### src/rtl/mdu_hilo_pkg.sv
// Shared op codes, FSM state encodings and decode helpers for the HI/LO multiply/divide unit.
package mdu_hilo_pkg;

   typedef enum logic [2:0] {
      OP_MULT  = 3'b000,
      OP_MULTU = 3'b001,
      OP_DIV   = 3'b010,
      OP_DIVU  = 3'b011,
      OP_MTHI  = 3'b100,
      OP_MTLO  = 3'b101
   } mdu_op_e;

   typedef enum logic [1:0] {
      ST_IDLE = 2'd0,
      ST_RUN  = 2'd1,
      ST_FIX  = 2'd2,
      ST_DONE = 2'd3
   } mdu_state_e;

   // MULT/MULTU/DIV/DIVU occupy the lower half of the op space.
   function automatic logic op_is_arith(input logic [2:0] op);
      return (op[2] == 1'b0);
   endfunction

   // Even arithmetic codes are the signed variants.
   function automatic logic op_is_signed(input logic [2:0] op);
      return (op[0] == 1'b0);
   endfunction

endpackage

### src/rtl/mdu_sign_fix.sv
// Conditional two's-complement negate: per-lane for operand magnitudes,
// or across the joined {hi,lo} pair for a full-width product.
module mdu_sign_fix
   import mdu_hilo_pkg::*;
#(
   parameter int WIDTH = 32
) (
   input  logic [WIDTH-1:0] in_hi,
   input  logic [WIDTH-1:0] in_lo,
   input  logic             neg_hi,
   input  logic             neg_lo,
   input  logic             joined,
   output logic [WIDTH-1:0] out_hi,
   output logic [WIDTH-1:0] out_lo
);

   logic [2*WIDTH-1:0] wide_neg;

   always_comb begin
      wide_neg = -{in_hi, in_lo};
      if (joined) begin
         {out_hi, out_lo} = neg_hi ? wide_neg : {in_hi, in_lo};
      end else begin
         out_hi = neg_hi ? -in_hi : in_hi;
         out_lo = neg_lo ? -in_lo : in_lo;
      end
   end

endmodule

### src/rtl/mdu_hilo.sv
// Iterative multiply/divide unit with HI/LO registers; one shift-add or
// restoring shift-subtract step per RUN cycle, sign correction in FIX.
module mdu_hilo
   import mdu_hilo_pkg::*;
#(
   parameter int               WIDTH   = 32,
   parameter logic [WIDTH-1:0] DIV0_LO = {WIDTH{1'b1}}
) (
   input  logic             clk,
   input  logic             reset,
   input  logic             start,
   input  logic [2:0]       op,
   input  logic [WIDTH-1:0] rs_val,
   input  logic [WIDTH-1:0] rt_val,
   output logic             busy,
   output logic             done,
   output logic             stall,
   output logic [WIDTH-1:0] hi,
   output logic [WIDTH-1:0] lo
);

   localparam int CW = $clog2(WIDTH);

   mdu_state_e       state_q, state_d;
   logic [CW-1:0]    cnt_q, cnt_d;
   logic [WIDTH:0]   acc_q, acc_d;
   logic [WIDTH-1:0] q_q, q_d;
   logic [WIDTH-1:0] mag_q, mag_d;
   logic             is_mul_q, is_mul_d;
   logic             div0_q, div0_d;
   logic             neg_hi_q, neg_hi_d;
   logic             neg_lo_q, neg_lo_d;
   logic [WIDTH-1:0] hi_q, hi_d;
   logic [WIDTH-1:0] lo_q, lo_d;
   logic             busy_q, busy_d;
   logic             done_q, done_d;

   logic             rs_neg, rt_neg;
   logic [WIDTH-1:0] abs_rs, abs_rt;
   logic [WIDTH-1:0] res_hi, res_lo;
   logic [WIDTH-1:0] mul_addend;
   logic [WIDTH:0]   mul_sum;
   logic [WIDTH:0]   div_shift;
   logic [WIDTH:0]   div_diff;

   assign rs_neg = op_is_signed(op) & rs_val[WIDTH-1];
   assign rt_neg = op_is_signed(op) & rt_val[WIDTH-1];

   mdu_sign_fix #(.WIDTH(WIDTH)) u_opnd_fix (
      .in_hi  (rs_val),
      .in_lo  (rt_val),
      .neg_hi (rs_neg),
      .neg_lo (rt_neg),
      .joined (1'b0),
      .out_hi (abs_rs),
      .out_lo (abs_rt)
   );

   mdu_sign_fix #(.WIDTH(WIDTH)) u_res_fix (
      .in_hi  (acc_q[WIDTH-1:0]),
      .in_lo  (q_q),
      .neg_hi (neg_hi_q),
      .neg_lo (neg_lo_q),
      .joined (is_mul_q),
      .out_hi (res_hi),
      .out_lo (res_lo)
   );

   // Multiply: q holds the multiplier, mag the multiplicand; product shifts right into q.
   // Divide: q holds the dividend/quotient, mag the divisor; acc is the partial remainder.
   assign mul_addend = q_q[0] ? mag_q : '0;
   assign mul_sum    = acc_q + {1'b0, mul_addend};
   assign div_shift  = {acc_q[WIDTH-1:0], q_q[WIDTH-1]};
   assign div_diff   = div_shift - {1'b0, mag_q};

   always_comb begin
      state_d  = state_q;
      cnt_d    = cnt_q;
      acc_d    = acc_q;
      q_d      = q_q;
      mag_d    = mag_q;
      is_mul_d = is_mul_q;
      div0_d   = div0_q;
      neg_hi_d = neg_hi_q;
      neg_lo_d = neg_lo_q;
      hi_d     = hi_q;
      lo_d     = lo_q;
      case (state_q)
         ST_IDLE, ST_DONE: begin
            state_d = ST_IDLE;
            if (start && op_is_arith(op)) begin
               state_d  = ST_RUN;
               cnt_d    = CW'(WIDTH-1);
               acc_d    = '0;
               is_mul_d = ~op[1];
               q_d      = op[1] ? abs_rs : abs_rt;
               mag_d    = op[1] ? abs_rt : abs_rs;
               div0_d   = op[1] && (rt_val == '0);
               // Remainder follows the dividend; product and quotient follow the sign xor.
               neg_hi_d = op[1] ? rs_neg : (rs_neg ^ rt_neg);
               neg_lo_d = rs_neg ^ rt_neg;
            end else if (start && op == OP_MTHI) begin
               hi_d = rs_val;
            end else if (start && op == OP_MTLO) begin
               lo_d = rs_val;
            end
         end
         ST_RUN: begin
            if (is_mul_q) begin
               {acc_d, q_d} = {1'b0, mul_sum, q_q[WIDTH-1:1]};
            end else if (!div_diff[WIDTH]) begin
               acc_d = div_diff;
               q_d   = {q_q[WIDTH-2:0], 1'b1};
            end else begin
               acc_d = div_shift;
               q_d   = {q_q[WIDTH-2:0], 1'b0};
            end
            if (cnt_q == '0) state_d = ST_FIX;
            else             cnt_d   = cnt_q - CW'(1);
         end
         ST_FIX: begin
            hi_d    = res_hi;
            lo_d    = div0_q ? DIV0_LO : res_lo;
            state_d = ST_DONE;
         end
         default: state_d = ST_IDLE;
      endcase
      busy_d = (state_d == ST_RUN) || (state_d == ST_FIX);
      done_d = (state_d == ST_DONE);
   end

   always_ff @(posedge clk) begin
      if (!reset) begin
         state_q <= ST_IDLE;
         cnt_q   <= '0;
         hi_q    <= '0;
         lo_q    <= '0;
         busy_q  <= 1'b0;
         done_q  <= 1'b0;
      end else begin
         state_q <= state_d;
         cnt_q   <= cnt_d;
         hi_q    <= hi_d;
         lo_q    <= lo_d;
         busy_q  <= busy_d;
         done_q  <= done_d;
      end
      acc_q    <= acc_d;
      q_q      <= q_d;
      mag_q    <= mag_d;
      is_mul_q <= is_mul_d;
      div0_q   <= div0_d;
      neg_hi_q <= neg_hi_d;
      neg_lo_q <= neg_lo_d;
   end

   assign busy  = busy_q;
   assign stall = busy_q;
   assign done  = done_q;
   assign hi    = hi_q;
   assign lo    = lo_q;

endmodule
### config.mk
export PLATFORM = sky130hd
export DESIGN_NAME = mdu_hilo
export DESIGN_NICKNAME = d
export VERILOG_FILES = /design/src/rtl/mdu_hilo_pkg.sv /design/src/rtl/mdu_sign_fix.sv /design/src/rtl/mdu_hilo.sv
export SDC_FILE = /design/constraint.sdc
export NUM_CORES = 1
export LEC_CHECK = 0
export ABC_AREA = 1
export CORE_MARGIN = 2
export CORE_UTILIZATION = 35
export CTS_BUF_LIST = sky130_fd_sc_hd__clkbuf_8
export DETAILED_ROUTE_END_ITERATION = 12
export REMOVE_ABC_BUFFERS = 1
export SKIP_LAST_GASP = 1
export SYNTH_ARGS = -nofsm -noshare
export SYNTH_HDL_FRONTEND = slang
export SYNTH_SLANG_ARGS = --single-unit
### constraint.sdc
create_clock -name clk -period 5.9 [get_ports clk]
set_clock_uncertainty 0.05 [all_clocks]
set_input_delay 1.18 -clock clk [delete_from_list [all_inputs] [get_ports clk]]
set_output_delay 1.18 -clock clk [all_outputs]
set_load 0.03 [all_outputs]
# [Word-level counts from Yosys, hierarchy flattened]
# Index checks and enable logic that the tools add are counted.
# W data, S select, Z words.
[word_totals] register_bits=174 input_bits=70 out_inout_bits=67 elab_cells=90
[op_classes] addsub=8 eq_ne=14 mux=33 bitwise=6 n_reduce_logical=16
[ops] operator="$mux W32" n=17
[ops] operator="$pmux W32 S2" n=3
[ops] operator="$neg A32 Y32" n=4
[ops] operator="$mux W33" n=3
[ops] operator="$pmux W33 S2" n=1
[ops] operator="$mux W64" n=1
[ops] operator="$neg A64 Y64" n=1
[ops] operator="$add A33 B32 Y33" n=1
[ops] operator="$sub A33 B32 Y33" n=1
[ops] operator="$logic_not A32 Y1" n=1
[ops] operator="$ne A2 B2 Y1 const B" n=6
[ops] operator="$mux W5" n=2
[ops] operator="$pmux W5 S2" n=1
[ops] operator="$eq A2 B2 Y1 const B" n=4
[ops] operator="$eq A3 B3 Y1 const B" n=2
[ops] operator="$pmux W2 S3" n=1
[ops] operator="$reduce_and A3 Y1" n=2
[ops] operator="$logic_not A5 Y1" n=1
[ops] operator="$sub A5 B1 Y5 const B" n=1
[ops] operator="$eq A2 B1 Y1 const B" n=2
[ops] operator="$logic_and A1 B1 Y1" n=4
[ops] operator="$reduce_and A2 Y1" n=2
[ops] operator="$reduce_and A4 Y1" n=1
[ops] operator="$reduce_bool A2 Y1" n=2
[ops] operator="8 further kinds" n=13

# [Logic depth before layout (Yosys ltp)]
# Gate-level depths: netlist (run 1).
[logic_depth] word_depth=6 depth_mapped=19 depth_no_buf=18

# [Cells and area by module]
# Synthesis (run 1) repeated with hierarchy kept, for this count alone.
[hier_totals] cells_unflattened=3166 hier_area_um2=18700.4
[by_module_without_submodules] mod="mdu_hilo" n_inst=1 cells_each=1982 area_each_um2=13427.9 seq_area_each_um2=4494.3
[by_module_without_submodules] mod="mdu_sign_fix (u_res_fix)" n_inst=1 cells_each=593 area_each_um2=2648.8 seq_area_each_um2=0.0
[by_module_without_submodules] mod="mdu_sign_fix (u_opnd_fix)" n_inst=1 cells_each=591 area_each_um2=2623.8 seq_area_each_um2=0.0

# [Least setup slack after synthesis (run 1)]
# Ideal clock, no wire load.
[synth_timing] kind="input-to-reg" startpoint="input op[2]" endpoint="register cnt_q[3]" setup_time_ns=0.115 t_arrival_ns=4.987 required_time_ns=5.735 slack_ns=0.748 cell_stages=10 n_path_buf=0 path_cell_list="nor3_2 -> nor2_1 -> inv_1 -> nand2_1 -> inv_1 -> nand4_1 -> nand2_1 -> nand2_1 -> o21ai_0 -> inv_1"
[synth_between] elab_chain_cells=4
[synth_lines] item="start: declaration" line_no="mdu_hilo.sv:12" rtl="input logic [2:0] op,"
[synth_lines] item="$not A1 Y1" line_no="mdu_hilo_pkg.sv:22" rtl="return (op[2] == 1'b0);"
[synth_lines] item="$logic_and A1 B1 Y1" line_no="mdu_hilo.sv:91" rtl="if (start && op_is_arith(op)) begin"
[synth_lines] item="$ne A2 B2 Y1 (no source line)"
[synth_lines] item="$reduce_and A3 Y1 (no source line)"
[synth_lines] item="end signal: assignment" line_no="mdu_hilo.sv:142" rtl="cnt_q <= cnt_d;"
[synth_lines] item="end: declaration" line_no="mdu_hilo.sv:25" rtl="logic [CW-1:0] cnt_q, cnt_d;"
# Every way passes these cells.
# A chain may end at the register's enable or synchronous reset.

# [Final worst setup path (run 1)]
[layout_timing] startpoint="register acc_q[0]" endpoint="register acc_q[29] (data pin)"
[layout_between] elab_chain_cells=4 elab_cells_between_ends=5 classes_between="add/sub (2); mux (3)"
[layout_lines] item="start: declaration" line_no="mdu_hilo.sv:26" rtl="logic [WIDTH:0] acc_q, acc_d;"
[layout_lines] item="start signal: assignment" line_no="mdu_hilo.sv:148" rtl="acc_q <= acc_d;"
[layout_lines] item="$sub A33 B32 Y33" line_no="mdu_hilo.sv:74" rtl="assign div_diff = div_shift - {1'b0, mag_q};"
[layout_lines] item="$mux W33" line_no="mdu_hilo.sv:111" rtl="end else if (!div_diff[WIDTH]) begin"
[layout_lines] item="$mux W33 *" line_no="mdu_hilo.sv:109" rtl="if (is_mul_q) begin"
[layout_lines] item="$pmux W33 S2 *" line_no="mdu_hilo.sv:88" rtl="case (state_q)"
# Every way passes the cells marked *; elsewhere a longest branch is shown, timed or not.

==> metrics.log, run 1 <==
INFO  metric fmaxAchievable = 0.268 GHz
INFO  metric initial_utilization = 35.5%
INFO  metric fin_crit_sh = 63.4%
INFO  metric setup.worst_path.start_class = flop
INFO  metric power_frac_comb = 34.2%
INFO  metric power.density = 186 nW/um^2
INFO  metric route.antenna.remaining_nets = 0
INFO  metric intPower = 0.00213 W
INFO  metric globalRouteTotalUtil = a little under a third
INFO  metric maxSlewViolCount = 0
INFO  metric drv.max_cap_violation_count = 0
INFO  metric switching_share = 42.3%
INFO  metric seq_area_frac_synth = between 20% and 30%
INFO  metric setup_tns = 0 ps
INFO  metric vias = slightly above 20000
INFO  metric synth_warnings = 0
INFO  metric synth.area.top_cells = sky130_fd_sc_hd__nand2_1 18%, sky130_fd_sc_hd__edfxtp_1 17%, sky130_fd_sc_hd__inv_1 9.3%, sky130_fd_sc_hd__dfxtp_1 8.4%, sky130_fd_sc_hd__nor2_1 7.3%
INFO  metric yosys.area.top_type = sky130_fd_sc_hd__nand2_1
INFO  metric ctsHtreeMaxLevel = 4
INFO  metric post-synth-top-area-fraction = 18.0%
INFO  metric cts_tree = built
INFO  metric clock_latency_reported_for_the_late_side_of_the_worst_skew_pair = 550 ps
INFO  metric via_count_of_the_first_global_routing_pass = 19193
INFO  metric dp.cells = 3666
INFO  metric timing.critical_path.mode_cell = sky130_fd_sc_hd__nand2_1
INFO  metric detailedPlacementHpwl = 66700 um
INFO  metric floorplan.die_area = 51700 sq um
INFO  metric share_of_flip_flops_with_an_asynchronous_set_or_reset = 0%
INFO  metric cts_inserted_buffers = 17
INFO  metric final.min_clock_period = 3740 ps
INFO  metric endpoint_kind = flop
INFO  metric routabilityCongestion = about 1.0
INFO  metric number_of_antenna_violations_at_the_first_check_in_global_routing = 3
INFO  metric drt_pre_antenna_iters = 6
INFO  metric cts.sinks = 174
INFO  metric place.port_buffers = 136
INFO  metric synth.cells.most_frequent = 836 x sky130_fd_sc_hd__nand2_1, 433 x sky130_fd_sc_hd__inv_1, 339 x sky130_fd_sc_hd__nor2_1
INFO  metric setup-violations-final = 0
INFO  metric max-clock-path-buffers = 2
INFO  metric diodes = 0
INFO  metric timing.final.hold_violations = 0
INFO  metric finalNonFillerCells = 3698
INFO  metric clock_tree.root_cell = sky130_fd_sc_hd__clkbuf_8
INFO  metric synthCells = 2935
INFO  metric power.clock.fraction = about a quarter
INFO  metric timing.critical_path.slowest_cell_delay = between 600 and 700 ps
INFO  metric io_pins = approximately 140
INFO  metric worst_path_dominant_cell_family = simple AND/OR/NAND/NOR gates
INFO  metric num-nets-final = 3165
INFO  metric routed_wl = 81700 um
INFO  metric detail_route.vias_per_cell = around 5.5
INFO  metric holdBufCountCts = 0
INFO  metric global_route_wire_length_before_repair = 119000 um
INFO  metric path_clk_slew = 120 ps
INFO  metric timing.slew.headroom = a little over a fifth
INFO  metric drc = 0
INFO  metric critPathRequiredTime = about 6300 ps
INFO  metric worst-endpoint-arrival = roughly 4000 ps
INFO  metric grt_overflow = 0
INFO  metric layout-area-overhead-vs-synth = 13.7%
INFO  metric netlist_area = 17500 sq um
INFO  metric globalRouteMet2Util = 52.5%
INFO  metric critical_path_class = flop to flop
INFO  metric dominantRegCellSynth = sky130_fd_sc_hd__edfxtp_1
INFO  metric global_route_layer_with_the_greatest_usage = met2
INFO  metric globalRouteMet3Util = 4.56%
INFO  metric fp.dieW = 227 um
INFO  metric run_status = finished, final reports clean
INFO  metric drt-wirelength-per-cell = about 22 um
INFO  metric seq_power_share = 40.2%
INFO  metric initialDrtViolationCount = 2171
INFO  metric resized_gates_after_cts = 0
INFO  metric post-synth-top-count-cell = sky130_fd_sc_hd__nand2_1
INFO  metric synth_seq_cells = 174
INFO  metric post_synth.cell_area_avg = about 6 sq um
INFO  metric irDropWorstVdd = ~0.14 mV
INFO  metric worst_hold_path_type = flop to flop
INFO  metric critPathSlowestCell = sky130_fd_sc_hd__nand2_1
INFO  metric path_buf_inv = 3
INFO  metric grt.met1_usage = roughly 40%
INFO  metric height_of_the_chip = 227 um
INFO  metric final_layout_size_suffix_gt1_share = 2.97%
INFO  metric setup_repair_after_global_routing_missed_its_margin = false
INFO  metric cp_max_fo = 21
INFO  metric largest_net_degree_at_the_start_of_global_routing = between 90 and 100
INFO  metric synth-edff-count = slightly above 100
INFO  metric crit_path_cell_trace = inv_1, fa_1, inv_1, nand2_1, nand2_1, nand3_1, nand2_1, nand2_1, nand2_2, nand2_2, nand2_1, nand2_1, nand2_1, buf_4, nand2_1, nand2_1, nand2_1, a21oi_1
INFO  metric yosys.cell_types.count = 50
INFO  metric power_leakage = 9.31 nW
INFO  metric num_rows = 81
INFO  metric power.switching = 0.00156 W
INFO  metric core = 49200 sq um
INFO  metric worstMarginPinSlew = 1170 ps
INFO  metric cts_setup_buffers = 0
-- tightest hold or removal path, delay by kind of cell, from the launching register on --
kind | cells | cell delay, ps
flip-flops | 1 | 340
AND/OR/NAND/NOR | 1 | 70
AO/OA/AOI/OAI | 1 | 50
-- cell usage in the layout, fill, tap and decap left out, drive strengths merged, types with 2 or more instances in the layout --
master and count:
nand2 842, inv 446, nor2 344, nand3 241
o21ai 222, a21oi 200, clkdlybuf4s50 134, edfxtp 101
dfxtp 73, ha 72, xor2 62, nor3 51
nand4 37, a31oi 26, buf 25, a22oi 23
clkbuf 17, nand3b 16, o211ai 16, o31ai 12
or2 11, nor4 9, o221ai 8, and2 8
o21a 8, clkinv 7, xnor2 5, o21bai 3
o22ai 2, a21o 2, fa 2
-- worst paths after layout --
path / start / to / slack, ps / cells after the start
max: acc_q[0] / acc_q[29] / 2160 / 18
min: lo[7] / lo[7] / 450 / 2
max reg2reg: acc_q[0] / acc_q[29] / 2160 / 18
min reg2reg: lo[7] / lo[7] / 450 / 2
-- flip-flops by register name, indices dropped and copies added, names as in the netlist --
signal,count
acc_q,33
busy,1
cnt_q,5
div0_q,1
done,1
hi,32
is_mul_q,1
lo,32
mag_q,32
neg_hi_q,1
neg_lo_q,1
q_q,32
state_q,2
-- cell families after synthesis --
group / after synthesis / synth area share [%]
compound gates: 528 / 16.6
fa+ha+maj: 74 / 5.38
xor+xnor: 67 / 3.36
buf+inv: 532 / 11.7
simple gates: 1560 / 37.2
flops: 174 / 25.7
-- layout make-up --
type                    count  area (sq um)
clock buffers              17           234
clock inverters            15           189
fillers                  5425         29300
inverters                 440          1650
multi-input cells        2229         10900
flip-flops and latches    174          4490
well taps                 664           831
repair buffers            159          1520
-- metrics by stage --
stage	cell area (sq um)	hold WS (ps)	worst slack (ps)	util, %	power (W)
finish	19900	447	2160	40.4	0.00370
global route	19900	463	1820	40.4	0.00387
CTS	19900	455	2090	40.4	0.00369
detailed placement	19400	435	1950	39.6	0.00275
global placement	19400	408	1980	39.6	0.00275
floorplan	17100	395	748	-	0.00221
-- power groups by stage --
stage / Combinational [W] / Clock [W] / Sequential, W
3_5_place_dp: 0.00124 / 0 / 0.00151
3_3_place_gp: 0.00124 / 0 / 0.00151
6_report: 0.00126 / 0.000948 / 0.00148
2_1_floorplan: 0.000698 / 0 / 0.00152
5_1_grt: 0.00138 / 0.000998 / 0.00149
4_1_cts: 0.00125 / 0.000957 / 0.00148
-- routing by layer --
metal  wire length, um  part of all wire, %
met5                39                0.048
met4              5150                  6.3
met3              5490                  6.7
met2             37700                   46
met1             33400                   41
Note: power is estimated with default switching activity, not from simulation.
==> run 2, diff against run 1 <==
==> constraint.sdc (replaced) <==
create_clock -name clk -period 3.88 [get_ports clk]
set_clock_uncertainty 0.05 [all_clocks]
set_input_delay 0.776 -clock clk [delete_from_list [all_inputs] [get_ports clk]]
set_output_delay 0.776 -clock clk [all_outputs]
set_load 0.03 [all_outputs]
==> metrics.log, run 2 (same netlist as run 1, synthesis figures left out) <==
INFO  metric drv.max_cap_violation_count = 0
INFO  metric timing.final.hold_violations = 0
INFO  metric setup_repair_after_global_routing_missed_its_margin = false
INFO  metric path_buf_inv = 1
INFO  metric intPower = 0.00320 W
INFO  metric setup-violations-final = 0
INFO  metric resized_gates_after_cts = 0
INFO  metric io_pins = 137
INFO  metric height_of_the_chip = 227 um
INFO  metric fmaxAchievable = 0.280 GHz
INFO  metric final_common_cell = sky130_fd_sc_hd__nand2_1
INFO  metric mostFrequentLayoutCells = 836 x sky130_fd_sc_hd__nand2_1, 432 x sky130_fd_sc_hd__inv_1, 339 x sky130_fd_sc_hd__nor2_1, 240 x sky130_fd_sc_hd__nand3_1, 212 x sky130_fd_sc_hd__o21ai_0
INFO  metric initial_utilization = 35.5%
INFO  metric regMostFlops = acc_q
INFO  metric layout-area-overhead-vs-synth = 14.4%
INFO  metric ctsHtreeMaxLevel = 4
INFO  metric floorplan.die_area = 51700 sq um
INFO  metric dp.cells = 3684
INFO  metric power.clock.fraction = 25.0%
INFO  metric timing.critical_path.mode_cell = sky130_fd_sc_hd__nor2_1
INFO  metric power_leakage = 9.40 nW
INFO  metric worst-endpoint-arrival = 3760 ps
INFO  metric finalNonFillerCells = 3717
INFO  metric core = 49200 sq um
INFO  metric post-route-worst-setup-slack = between 300 and 400 ps
INFO  metric setup_tns = 0 ps
INFO  metric power_frac_comb = a little over a third
INFO  metric final.min_clock_period = 3570 ps
INFO  metric crit_path_cell_trace = clkdlybuf4s50_1, nor2_1, nand4_1, nor2_1, nand3_1, nor3_1, o21ai_0, nand2_1, nor2_1, a31oi_1
INFO  metric holdBufCountCts = 0
INFO  metric final_layout_size_suffix_gt1_share = under 10%
INFO  metric switching_share = a little over two fifths
INFO  metric worst_hold_path_type = flop to flop
INFO  metric cts_tree = built
INFO  metric num_rows = 81
INFO  metric reg2reg_from = q_q[0]
INFO  metric path_clk_slew = between 100 and 150 ps
INFO  metric power.density = about 280 nW/um^2
INFO  metric via_count_of_the_first_global_routing_pass = ~19000
INFO  metric critPathSlowestCell = sky130_fd_sc_hd__a31oi_1
INFO  metric routed_wl = ~82000 um
INFO  metric timing.critical_path.slowest_cell_delay = ~630 ps
INFO  metric globalRouteTotalUtil = about a third
INFO  metric num-nets-final = 3183
INFO  metric detail_route.vias_per_cell = about 5.6
INFO  metric worst_path_dominant_cell_family = simple AND/OR/NAND/NOR gates
INFO  metric seq_power_share = between 40% and 50%
INFO  metric run_status = finished, final reports clean
INFO  metric endpoint_kind = flop
INFO  metric fin_crit_sh = 91.9%
INFO  metric irDropWorstVdd = 0.216 mV
INFO  metric worst_setup_path_startpoint = rs_val[4]
INFO  metric cp_max_fo = 6
INFO  metric routabilityCongestion = 1.05
INFO  metric largest_register_ff_count = 33
INFO  metric setup.worst_path.start_class = input port
INFO  metric critPathRequiredTime = 4070 ps
INFO  metric largest_net_degree_at_the_start_of_global_routing = 86
INFO  metric place_worst_setup_slack = -12.0 ps
INFO  metric cts_inserted_buffers = 17
INFO  metric cts.sinks = 174
INFO  metric final_util = roughly 40%
INFO  metric clock_latency_reported_for_the_late_side_of_the_worst_skew_pair = approximately 550 ps
INFO  metric cts_setup_buffers = 0
INFO  metric drt-wirelength-per-cell = between 20 and 25 um
INFO  metric drc = 0
INFO  metric worstMarginPinSlew = 1170 ps
INFO  metric vias = 20679
INFO  metric number_of_antenna_violations_at_the_first_check_in_global_routing = 2
INFO  metric detailedPlacementHpwl = ~67000 um
INFO  metric drt_pre_antenna_iters = 7
INFO  metric power.switching = 0.00242 W
INFO  metric critical_path_class = input port to flop
INFO  metric maxSlewViolCount = 0
INFO  metric initialDrtViolationCount = 2113
INFO  metric finalHoldWorstSlack = 441 ps
INFO  metric clock_tree.root_cell = sky130_fd_sc_hd__clkbuf_8
INFO  metric grt_overflow = 0
INFO  metric timing.slew.headroom = 22.2%
INFO  metric hold_path.startpoint = cnt_q[4]
INFO  metric max-clock-path-buffers = 2
INFO  metric global_route_wire_length_before_repair = 120000 um
INFO  metric route.antenna.remaining_nets = 0
INFO  metric fp.dieW = 227 um
INFO  metric place.port_buffers = 136
## run 2: cell types whose count changed in the layout (fill, tap and decap cells not counted), moves of 2 or more
cell,delta
sky130_fd_sc_hd__clkinv_8,-2
sky130_fd_sc_hd__inv_8,+3
sky130_fd_sc_hd__buf_4,+17
sky130_fd_sc_hd__clkinv_4,+3
sky130_fd_sc_hd__inv_6,-2
## run 2: worst paths after layout
path | depth (start not counted) | slack (ps) | end
setup / recovery | 10 | 310 | mag_q[25]
hold / removal | 2 | 440 | cnt_q[4]
setup reg to reg | 11 | 610 | acc_q[27]
hold reg to reg | 2 | 440 | cnt_q[4]
## run 2: tightest hold or removal path, stage by stage, from the launching register on
cell	delay, ps
sky130_fd_sc_hd__dfxtp_1	320
sky130_fd_sc_hd__o21ai_0	70
sky130_fd_sc_hd__a21oi_1	60
## run 2: metrics by stage
stage / total power, W / area [sq um]
final: 0.00562 / 20000
after global routing: 0.00586 / 20000
after CTS: 0.00559 / 20000
after detailed placement: 0.00421 / 19600
after global placement: 0.00420 / 19600
after floorplan: 0.00337 / 17100
## run 2: routing by layer
metal  vias up  wire (um)  global-route usage, %
met5         -         12                      0
li1       9786          -                      -
met4         2       4880                   17.2
met2       961      37500                   51.8
met3       202       6220                   5.05
met1      9728      33400                   39.3
## run 2: cell type report
type | count | area [sq um]
tap | 664 | 831
timing repair buffer | 177 | 1670
multi-input combinational | 2229 | 10900
clock buffer | 17 | 234
antenna | 1 | 2.50
inverter | 440 | 1650
fill | 5444 | 29200
clock inverter | 15 | 163
sequential | 174 | 4490
## run 2: power by group through the flow
stage	combinational [W]	clock (W)	sequential [W]
after CTS	0.00194	0.00141	0.00224
after detailed placement	0.00193	0	0.00228
final	0.00197	0.00140	0.00225
after global placement	0.00192	0	0.00228
after global routing	0.00214	0.00147	0.00225
after floorplan	0.00106	0	0.00230
